==> src/rtl/sbox_substitution_if.sv <==
// ---------------------------------------------------------------------------
// sbox_substitution_if
// Handshake bundle between the DES round logic and the S-box back end.
//   in_valid / in_ready : operand handshake (producer -> block)
//   RE_48bit            : 48-bit expanded right half, bit 47 = DES bit 1
//   subkey              : 48-bit round subkey, bit 47 = DES bit 1
//   out_valid / out_ready : result handshake (block -> consumer)
//   f_out               : 32-bit f(R,K) result, bit 31 = DES bit 1
// Modports:
//   master : the round logic side (drives operands, accepts results)
//   slave  : the sbox_substitution block
// ---------------------------------------------------------------------------
interface sbox_substitution_if;
  logic        in_valid;
  logic        in_ready;
  logic [47:0] RE_48bit;
  logic [47:0] subkey;
  logic        out_valid;
  logic        out_ready;
  logic [31:0] f_out;

  modport master (
    output in_valid, RE_48bit, subkey, out_ready,
    input  in_ready, out_valid, f_out
  );

  modport slave (
    input  in_valid, RE_48bit, subkey, out_ready,
    output in_ready, out_valid, f_out
  );
endinterface

==> src/rtl/sbox_substitution.sv <==
// ---------------------------------------------------------------------------
// sbox_substitution
// DES f-function back end. Captures X = RE_48bit ^ subkey, then walks X
// through S1..S8, BOXES_PER_CYCLE boxes per clock, packing the 4-bit
// results into a 32-bit word. The result is presented with a valid/ready
// handshake and held until the consumer takes it.
//
// Parameters:
//   BOXES_PER_CYCLE : S-boxes evaluated per clock (1, 2, 4 or 8);
//                     a job takes N = 8/BOXES_PER_CYCLE substitution cycles.
// Ports:
//   clk   : system clock, rising edge
//   n_rst : asynchronous active-low reset
//   io    : sbox_substitution_if.slave (operand and result handshakes)
// Configuration macro:
//   PBOX_EN : when defined, f_out carries P(S1..S8); otherwise f_out is the
//             raw S1..S8 concatenation and P is applied by the round logic.
// ---------------------------------------------------------------------------
module sbox_substitution #(
  parameter int BOXES_PER_CYCLE = 1
) (
  input  logic                  clk,
  input  logic                  n_rst,
  sbox_substitution_if.slave    io
);

  localparam int N        = 8 / BOXES_PER_CYCLE;
  localparam int LANE_IN  = 6 * BOXES_PER_CYCLE;   // X bits consumed per cycle
  localparam int LANE_OUT = 4 * BOXES_PER_CYCLE;   // result bits produced per cycle
  localparam int LOG2B    = (BOXES_PER_CYCLE == 8) ? 3 :
                            (BOXES_PER_CYCLE == 4) ? 2 :
                            (BOXES_PER_CYCLE == 2) ? 1 : 0;
  localparam logic [2:0] LAST_CNT = 3'(N - 1);

  if (!(BOXES_PER_CYCLE == 1 || BOXES_PER_CYCLE == 2 ||
        BOXES_PER_CYCLE == 4 || BOXES_PER_CYCLE == 8)) begin : g_bad_boxes
    $error("sbox_substitution: BOXES_PER_CYCLE must be 1, 2, 4 or 8");
  end

  // S-box tables: 64 nibbles each, entry (row*16 + col) with entry 0 in the
  // most significant nibble, so each hex string reads like the printed table.
  localparam logic [255:0] S1_TAB = 256'hE4D12FB83A6C5907_0F74E2D1A6CB9538_41E8D62BFC973A50_FC8249175B3EA06D;
  localparam logic [255:0] S2_TAB = 256'hF18E6B34972DC05A_3D47F28EC01A69B5_0E7BA4D158C6932F_D8A13F42B67C05E9;
  localparam logic [255:0] S3_TAB = 256'hA09E63F51DC7B428_D709346A285ECBF1_D6498F30B12C5AE7_1AD069874FE3B52C;
  localparam logic [255:0] S4_TAB = 256'h7DE3069A1285BC4F_D8B56F03472C1AE9_A690CB7DF13E5284_3F06A1D8945BC72E;
  localparam logic [255:0] S5_TAB = 256'h2C417AB6853FD0E9_EB2C47D150FA3986_421BAD78F9C5630E_B8C71E2D6F09A453;
  localparam logic [255:0] S6_TAB = 256'hC1AF92680D34E75B_AF427C9561DE0B38_9EF528C3704A1DB6_432C95FABE17608D;
  localparam logic [255:0] S7_TAB = 256'h4B2EF08D3C975A61_D0B7491AE35C2F86_14BDC37EAF680592_6BD814A7950FE23C;
  localparam logic [255:0] S8_TAB = 256'hD2846FB1A93E50C7_1FD8A374C56B0E92_7B419CE206ADF358_21E74A8DFC90356B;

  // One S-box lookup: box selects S1..S8 (0..7), six is the 6-bit group.
  function automatic logic [3:0] sbox_lookup(input logic [2:0] box, input logic [5:0] six);
    logic [255:0] tbl;
    logic [5:0]   idx;
    logic [7:0]   bit_pos;
    case (box)
      3'd0:    tbl = S1_TAB;
      3'd1:    tbl = S2_TAB;
      3'd2:    tbl = S3_TAB;
      3'd3:    tbl = S4_TAB;
      3'd4:    tbl = S5_TAB;
      3'd5:    tbl = S6_TAB;
      3'd6:    tbl = S7_TAB;
      3'd7:    tbl = S8_TAB;
      default: tbl = S1_TAB;
    endcase
    // Row = {b5,b0}, column = b4..b1, so row*16+col is a bit shuffle.
    idx     = {six[5], six[0], six[4:1]};
    bit_pos = 8'd255 - {idx, 2'b00};
    return tbl[bit_pos -: 4];
  endfunction

  typedef enum logic [1:0] {
    IDLE = 2'd0,
    SUB  = 2'd1,
    DONE = 2'd2
  } state_t;

  state_t      state_reg, state_next;
  logic [47:0] x_reg, x_next;
  logic [31:0] acc_reg, acc_next;
  logic [2:0]  cnt_reg, cnt_next;
  logic [31:0] f_out_reg, f_out_next;
  logic        out_valid_reg, out_valid_next;

  logic [LANE_OUT-1:0] sub_bits;
  logic [31:0]         acc_shift;
  logic [31:0]         f_load;

  genvar gi;

  // Lane gi always looks at the gi-th group from the top of X; the shifted
  // counter supplies the upper box-number bits so each lane hits the right
  // table (e.g. with 2 lanes: cycle 0 -> S1,S2, cycle 1 -> S3,S4, ...).
  for (gi = 0; gi < BOXES_PER_CYCLE; gi++) begin : g_lane
    logic [5:0] six;
    logic [2:0] box_sel;
    assign six     = x_reg[47 - 6*gi -: 6];
    assign box_sel = (cnt_reg << LOG2B) | 3'(gi);
    assign sub_bits[LANE_OUT - 1 - 4*gi -: 4] = sbox_lookup(box_sel, six);
  end

  // Results enter from the LSB side, so after N cycles S1 sits in [31:28].
  // With 8 lanes the shift clears the accumulator entirely.
  assign acc_shift = (acc_reg << LANE_OUT) | 32'(sub_bits);

`ifdef PBOX_EN
  // DES P permutation: output DES bit k takes input DES bit P_TAB[k-1].
  localparam int P_TAB [32] = '{16,  7, 20, 21, 29, 12, 28, 17,
                                 1, 15, 23, 26,  5, 18, 31, 10,
                                 2,  8, 24, 14, 32, 27,  3,  9,
                                19, 13, 30,  6, 22, 11,  4, 25};
  for (gi = 0; gi < 32; gi++) begin : g_pbox
    assign f_load[31 - gi] = acc_shift[32 - P_TAB[gi]];
  end
`else
  assign f_load = acc_shift;
`endif

  always_comb begin
    state_next     = state_reg;
    x_next         = x_reg;
    acc_next       = acc_reg;
    cnt_next       = cnt_reg;
    f_out_next     = f_out_reg;
    out_valid_next = out_valid_reg;
    case (state_reg)
      IDLE: begin
        if (io.in_valid) begin
          x_next     = io.RE_48bit ^ io.subkey;
          acc_next   = '0;
          cnt_next   = '0;
          state_next = SUB;
        end
      end
      SUB: begin
        x_next   = x_reg << LANE_IN;
        acc_next = acc_shift;
        cnt_next = cnt_reg + 3'd1;
        if (cnt_reg == LAST_CNT) begin
          f_out_next     = f_load;
          out_valid_next = 1'b1;
          state_next     = DONE;
        end
      end
      DONE: begin
        // No handover in the same edge: IDLE must be visited for a cycle.
        if (io.out_ready) begin
          out_valid_next = 1'b0;
          state_next     = IDLE;
        end
      end
      default: begin
        out_valid_next = 1'b0;
        state_next     = IDLE;
      end
    endcase
  end

  always_ff @(posedge clk or negedge n_rst) begin
    if (!n_rst) begin
      state_reg     <= IDLE;
      x_reg         <= '0;
      acc_reg       <= '0;
      cnt_reg       <= '0;
      f_out_reg     <= '0;
      out_valid_reg <= 1'b0;
    end else begin
      state_reg     <= state_next;
      x_reg         <= x_next;
      acc_reg       <= acc_next;
      cnt_reg       <= cnt_next;
      f_out_reg     <= f_out_next;
      out_valid_reg <= out_valid_next;
    end
  end

  assign io.in_ready  = (state_reg == IDLE);
  assign io.out_valid = out_valid_reg;
  assign io.f_out     = f_out_reg;

endmodule

==> src/flat_wrapper.sv <==
// flat-port wrapper written by rule: the top's interface ports become plain ports
module sbox_substitution_flat 
#(
  parameter int BOXES_PER_CYCLE = 1
)
  (clk, n_rst, io_in_valid, io_RE_48bit, io_subkey, io_out_ready, io_in_ready, io_out_valid, io_f_out);
  sbox_substitution_if io_i ();
  input  logic clk;
  input  logic n_rst;
  input wire logic [$bits(io_i.in_valid)-1:0] io_in_valid;
  input wire logic [$bits(io_i.RE_48bit)-1:0] io_RE_48bit;
  input wire logic [$bits(io_i.subkey)-1:0] io_subkey;
  input wire logic [$bits(io_i.out_ready)-1:0] io_out_ready;
  output wire logic [$bits(io_i.in_ready)-1:0] io_in_ready;
  output wire logic [$bits(io_i.out_valid)-1:0] io_out_valid;
  output wire logic [$bits(io_i.f_out)-1:0] io_f_out;
  assign io_i.in_valid = io_in_valid;
  assign io_i.RE_48bit = io_RE_48bit;
  assign io_i.subkey = io_subkey;
  assign io_i.out_ready = io_out_ready;
  assign io_in_ready = io_i.in_ready;
  assign io_out_valid = io_i.out_valid;
  assign io_f_out = io_i.f_out;
  sbox_substitution #(.BOXES_PER_CYCLE(BOXES_PER_CYCLE)) u_core (.clk(clk), .n_rst(n_rst), .io(io_i));
endmodule
==> config.mk <==
export PLATFORM = sky130hd
export DESIGN_NAME = sbox_substitution_flat
export DESIGN_NICKNAME = d
export VERILOG_FILES = /design/src/rtl/sbox_substitution_if.sv /design/src/rtl/sbox_substitution.sv /design/src/flat_wrapper.sv
export SDC_FILE = /design/constraint.sdc
export NUM_CORES = 1
export LEC_CHECK = 0
export ABC_CLOCK_PERIOD_IN_PS = 5900
export CAP_MARGIN = 40
export CORE_ASPECT_RATIO = 2
export CORE_MARGIN = 2
export CORE_UTILIZATION = 60
export DETAILED_ROUTE_END_ITERATION = 8
export PLACE_DENSITY = 0.92
export RECOVER_POWER = 100
export SLEW_MARGIN = 20
export SYNTH_ARGS = -nofsm -noshare
export SYNTH_HDL_FRONTEND = slang
export SYNTH_SLANG_ARGS = --single-unit
==> constraint.sdc <==
create_clock -name clk -period 5.9 [get_ports clk]
set_input_delay 0.59 -clock clk [delete_from_list [all_inputs] [get_ports clk]]
set_output_delay 0.59 -clock clk [all_outputs]
set_load 0.01 [all_outputs]
==> After elaboration in Yosys (flattened, before gate mapping) <==
Memories as Yosys holds them, arrays and structs flattened.
Index checks and enable logic that the tools add are counted.
{ "totals": {"register_bits": 114, "mem_count": 1, "out_inout_bits": 34, "word_cells": 38, "romBits": 2016, "inputBits": 100} }
{ "memory_table": {"columns": ["memory", "depth", "width", "read_ports", "rd_clocked_by_memory_dff", "write_ports", "line", "text"], "rows": [
  ["(no name shown)", 8, 252, 1, 0, 0, "sbox_substitution.sv:56", "case (box)"]
]} }
{ "op_classes": {"n_bitwise": 3, "addsub": 2, "muxes": 13, "eq_ne": 6, "shifts": 1, "n_reduce_logical": 6} }
{ "ops": {"columns": ["cell", "count"], "rows": [
  ["variable part select 259 x 9 -> 4 bit", 1],
  ["one-hot mux 48 bit (2 select lines)", 1],
  ["one-hot mux 28 bit (2 select lines)", 1],
  ["two-way mux 48 bit", 1],
  ["bitwise XOR 48 bit", 1],
  ["OR 32 x 4 -> 32 bit", 1],
  ["two-way mux 28 bit", 1],
  ["subtractor 8 bit, first input constant", 1],
  ["two-way mux 2 bit", 3],
  ["one-hot mux 2 bit (3 select lines)", 1],
  ["one-hot mux 3 bit (2 select lines)", 1],
  ["AND reduction 3 bit", 2],
  ["!= test 2 bit, second input constant", 2],
  ["AND reduction 2 bit", 2],
  ["adder 3 x 1 -> 3 bit, second input constant", 1],
  ["equality test 3 bit, second input constant", 1],
  ["two-way mux 3 bit", 1],
  ["one-hot mux 1 bit (3 select lines)", 1],
  ["equality test 2 x 1 -> 1 bit, second input constant", 1],
  ["equality test 2 bit, second input constant", 1],
  ["logical NOT 2 bit", 1],
  ["two-way mux 1 bit", 2],
  ["!= test 2 x 1 -> 1 bit, second input constant", 1],
  ["nonzero test 2 bit", 1],
  ["inverter 1 bit", 1]
]} }

==> Depth between registers and ports, before layout <==
{ "depth": {"word_depth": 4, "mapped_depth": 12, "ltp_nobuf": 10} }

==> Worst setup path after synthesis <==
OpenSTA, ideal clock, no wires.
{ "synth_path": {"path_kind": "register to register", "startpoint": "register u_core.cnt_reg[1]", "endpoint": "register u_core.f_out_reg[2], in the netlist u_core.io.f_out[2]", "t_arrival_ns": 2.834, "t_required_ns": 5.778, "path_slack_ns": 2.944, "synth_period_minus_slack_ns": 2.956, "setup_time_ns": 0.122, "path_buffers": 2, "path_stages_with_launch": 12, "path_cell_list": "dfrtp_1 buf_2 inv_1 ha_1 buf_1 inv_1 a32oi_1 nor3_1 or4_1 a311oi_2 nor2_1 a32o_1"} }
{ "synth_via": {"elab_chain_len": 3, "word_cells_on_any_way": 5, "classes_between": "eq/ne: 1; shift: 1; bitwise: 1; reduce/logical: 1; memory: 1"} }
{ "synth_rtl": {"columns": ["item", "line", "text"], "rows": [
  ["start: declaration", "sbox_substitution.sv:82", "logic [2:0] cnt_reg, cnt_next;"],
  ["start signal: assignment", "sbox_substitution.sv:172", "cnt_reg <= cnt_next;"],
  ["memory (8 x 252 bit)", null, null],
  ["variable part select 259 x 9 -> 4 bit", "sbox_substitution.sv:70", "return tbl[bit_pos -: 4];"],
  ["OR 32 x 4 -> 32 bit", "sbox_substitution.sv:105", "assign acc_shift = (acc_reg << LANE_OUT) | 32'(sub_bits);"],
  ["end signal: assignment", "sbox_substitution.sv:173", "f_out_reg <= f_out_next;"],
  ["end: declaration", "sbox_substitution.sv:83", "logic [31:0] f_out_reg, f_out_next;"]
]} }
Several ways; a longest one is shown, not always the timed one.
A chain may end at the register's enable or synchronous reset.

==> Worst setup path in the final report <==
{ "layout_path": {"startpoint": "register u_core.state_reg[1]", "endpoint": "register u_core.f_out_reg[13], in the netlist u_core.io.f_out[13]"} }
{ "layout_via": {"elab_chain_len": 2} }
{ "layout_rtl": {"columns": ["item", "line", "text"], "rows": [
  ["start: declaration", "sbox_substitution.sv:79", "state_t state_reg, state_next;"],
  ["start signal: assignment", "sbox_substitution.sv:169", "state_reg <= state_next;"],
  ["equality test 2 x 1 -> 1 bit", "sbox_substitution.sv:127", "case (state_reg)"],
  ["AND reduction 2 bit (no line)", null, null]
]} }
Every way passes these cells.

==> results.md <==
* Status: finished with violations
* Failing checks: DRC, capacitance limit, slew limit
* Synth Area in XOR/XNOR at 0.0535
* Core Util, Final at 0.749
* Core area at 14,300 um2
* Vias in the first global route at between 10,000 and 15,000
* #FFs+latches synth at between 100 and 150
* Met1 Use GR at 0.605
* Max Cap Viol at 6
* Int Pwr at around 3.4 mW
* Antenna viol nets, final at 0
* Clock buffer count from CTS at 25
* Register area at approximately 2900 um2
* Least-Margin Pin Slew at 2530 ps
* HP Class: flop to flop
* GR peak layer: met2
* Fmax at 215 MHz
* DR WL/cell at about 32 um
* Seq pwr share at 0.207
* Post-Syn Area at about 8700 um2
* Postcts setup bufs at 0
* Clk network pwr share at 0.160
* Clock Skew at 15.7 ps
* Final min period at ~4600 ps
* First-pass GRT wire length at 65,500 um
* Pre-Repair DR Iteration Count at 9
* GP Congestion at 1.12
* Logic pwr share at 0.632
* Largest net degree at the start of global routing at between 70 and 80
* Commonest non-fill, non-tap cells in the layout: dfrtp_1 (111), a21oi_1 (104), clkdlybuf4s50_1 (98)
* Setup TNS at 0 ps
* Initial antenna violation count at 3
* Post-Synth Adder-Cell Area at 0.0231
* Met2 usage at 0.844
* Max-slew violations at between 200 and 250
* Post-synthesis cell count at approximately 1,100
* All-Layer GR Usage at 0.580
* Crit Path Max Fanout at 54
* Crit end category: flop
* Die X at 89.0 um
* Ratio of cells with drive above 1 in the final layout at 0.0850
* Largest family of logic cells by synthesized area: compound AO/OA/AOI/OAI gates
* Area of the multi-input gates at 5330 um2
* TritonCTS clock tree: yes
* Syn_nets at 1,169
* LEAKAGE at ~4.3 nW
* Routed vias/inst at approximately 7.7
* Proportion of synthesized area in mux cells at 0.0449
* Clk pin slew, worst setup/hold paths at approximately 50 ps
* Worst Path Arrival at 4970 ps
* Sw Share at 0.536
* Clk sink count at between 100 and 150
* Sequential cell area fraction in the yosys report at 0.329
* Commonest non-fill, non-tap cell in the layout: dfrtp_1
* Pwr/cell area at 691 nW/um2
* Number of antenna diodes at 0
* Vias at around 10,000
* Initial core utilization at 0.607
* Crit share post-route at 0.788
* Overflow after GRT at 0
* P_sw at roughly 4 mW
* Met3 Usage GRT at 0.277
* I/O Pins at 134
* Critical path type: flop to flop
* Iteration-0 DRC Markers at 1,836
* Port Buf Inserts at 133
* Hold-fix buffers, CTS at 0
* Clock root buffer: clkbuf_16
* Startpoint class of the critical path: flop
* Number of flops mapped to enable cells by yosys at 0
* Hpwl dp at approximately 26,000 um
* DIE HEIGHT at between 150 and 200 um
* Clock tree buffer depth at 3
* H-tree depth at 4
* Complex-gate fraction of the synthesized area at 0.315
* Layout filler cell count at around 1,000
* Worst-Skew Late Latency at 470 ps
* Post-Synth Simple-Gate Area at 0.179
* Die area at between 15,000 and 20,000 um2
* # resized after CTS at 0
* Syn Area/Cell at about 8.2 um2
* Nets at around 1,300
* Synth unique cells at 70
* Unrepaired setup endpoints after global routing: false
* Ys flop type: dfrtp_1
* Rel. slew slack at -0.684
* Final setup violation count at 0
* CP required at 6220 ps
* Residual DRC at 2
* Yosys warnings at 0
* Max VDD drop at approximately 0.41 mV
* Core Rows at slightly above 60
* Post-Route WL at approximately 43,000 um
* Fin. Hold Viols at 0
* FFs w/ async S/R, synth at 1.00
* Area Overhead vs Synth at 23.4%
* Max reg flops at 48
## cell usage after synthesis (16+ instances only)
library cell,number,area share
dfrtp_1,114,0.33
buf_2,20,0.012
o21ai_0,94,0.054
nor2_1,53,0.023
mux2_2,29,0.038
nor2b_1,70,0.051
a22o_1,24,0.024
nand2b_1,26,0.019
clkbuf_1,74,0.032
a22oi_1,37,0.032
o211ai_1,18,0.016
nor3_1,19,0.011
nand2_1,78,0.034
nand3_1,23,0.013
ha_1,16,0.023
xor2_1,45,0.045
a21oi_1,104,0.060
## routing by layer
| layer | wire [um] | share of wire |
|---|---|---|
| met2 | 19400 | 0.45 |
| met1 | 12500 | 0.29 |
| met3 | 5600 | 0.13 |
| met5 | 16 | 0.00037 |
| met4 | 5790 | 0.13 |
## power by group through the flow
stage	combinational, mW	sequential, mW	clock, mW
3_3_place_gp	4.08	1.46	0
2_1_floorplan	2.71	1.34	0
4_1_cts	4.22	1.52	1.17
5_1_grt	4.81	1.53	1.23
6_report	4.67	1.53	1.18
3_5_place_dp	4.14	1.49	0
## cell families after synthesis
| family | count (synthesis) |
|---|---|
| buffers and inverters | 122 |
| adders and majority gates | 16 |
| AOI/OAI and AO/OA | 408 |
| DFF | 114 |
| muxes | 34 |
| and+or+nand+nor | 306 |
| xor gates and xnor gates | 53 |
## layout make-up
cell class | instances | area share
clock buffer | 31 | 0.0625
clock inverter | 2 | 0.000936
inverter | 13 | 0.00456
multi-input combinational | 817 | 0.498
sequential | 114 | 0.267
tap | 192 | 0.0225
timing repair buffer | 164 | 0.144
## stage by stage
| stage | hold slack [ps] | instance area (um2) | setup slack (ps) | instances | power, mW |
|---|---|---|---|---|---|
| global route | 507 | 10700 | 1030 | 1333 | 7.57 |
| detailed placement | 487 | 10000 | 2360 | 1294 | 5.63 |
| CTS | 143 | 10700 | 2390 | 1327 | 6.90 |
| floorplan | 294 | 8670 | 2940 | 1053 | 4.06 |
| global placement | 465 | 10000 | 2440 | 1294 | 5.55 |
| finish | 497 | 10700 | 1250 | 1333 | 7.39 |
## worst max-delay path, stage by stage, from the launching register on
cell      delay (ps)
dfrtp_2          380
clkbuf_1        1750
nor2b_1          280
nand2_1          280
clkbuf_1        1350
mux2_1           450
## final timing paths
| path | startpoint | slack, ps | end | depth (start not counted) |
|---|---|---|---|---|
| min in group asynchronous | n_rst | 900 | u_core.x_reg[14] | 1 |
| hold reg to reg | u_core.io.f_out[20] | 500 | u_core.io.f_out[20] | 1 |
| hold / removal | u_core.io.f_out[20] | 500 | u_core.io.f_out[20] | 1 |
| max in group asynchronous | n_rst | 1890 | u_core.io.f_out[20] | 3 |
| setup reg to reg | u_core.state_reg[1] | 1250 | u_core.io.f_out[13] | 5 |
| setup / recovery | u_core.state_reg[1] | 1250 | u_core.io.f_out[13] | 5 |
Note: power is estimated with default switching activity, not from simulation.
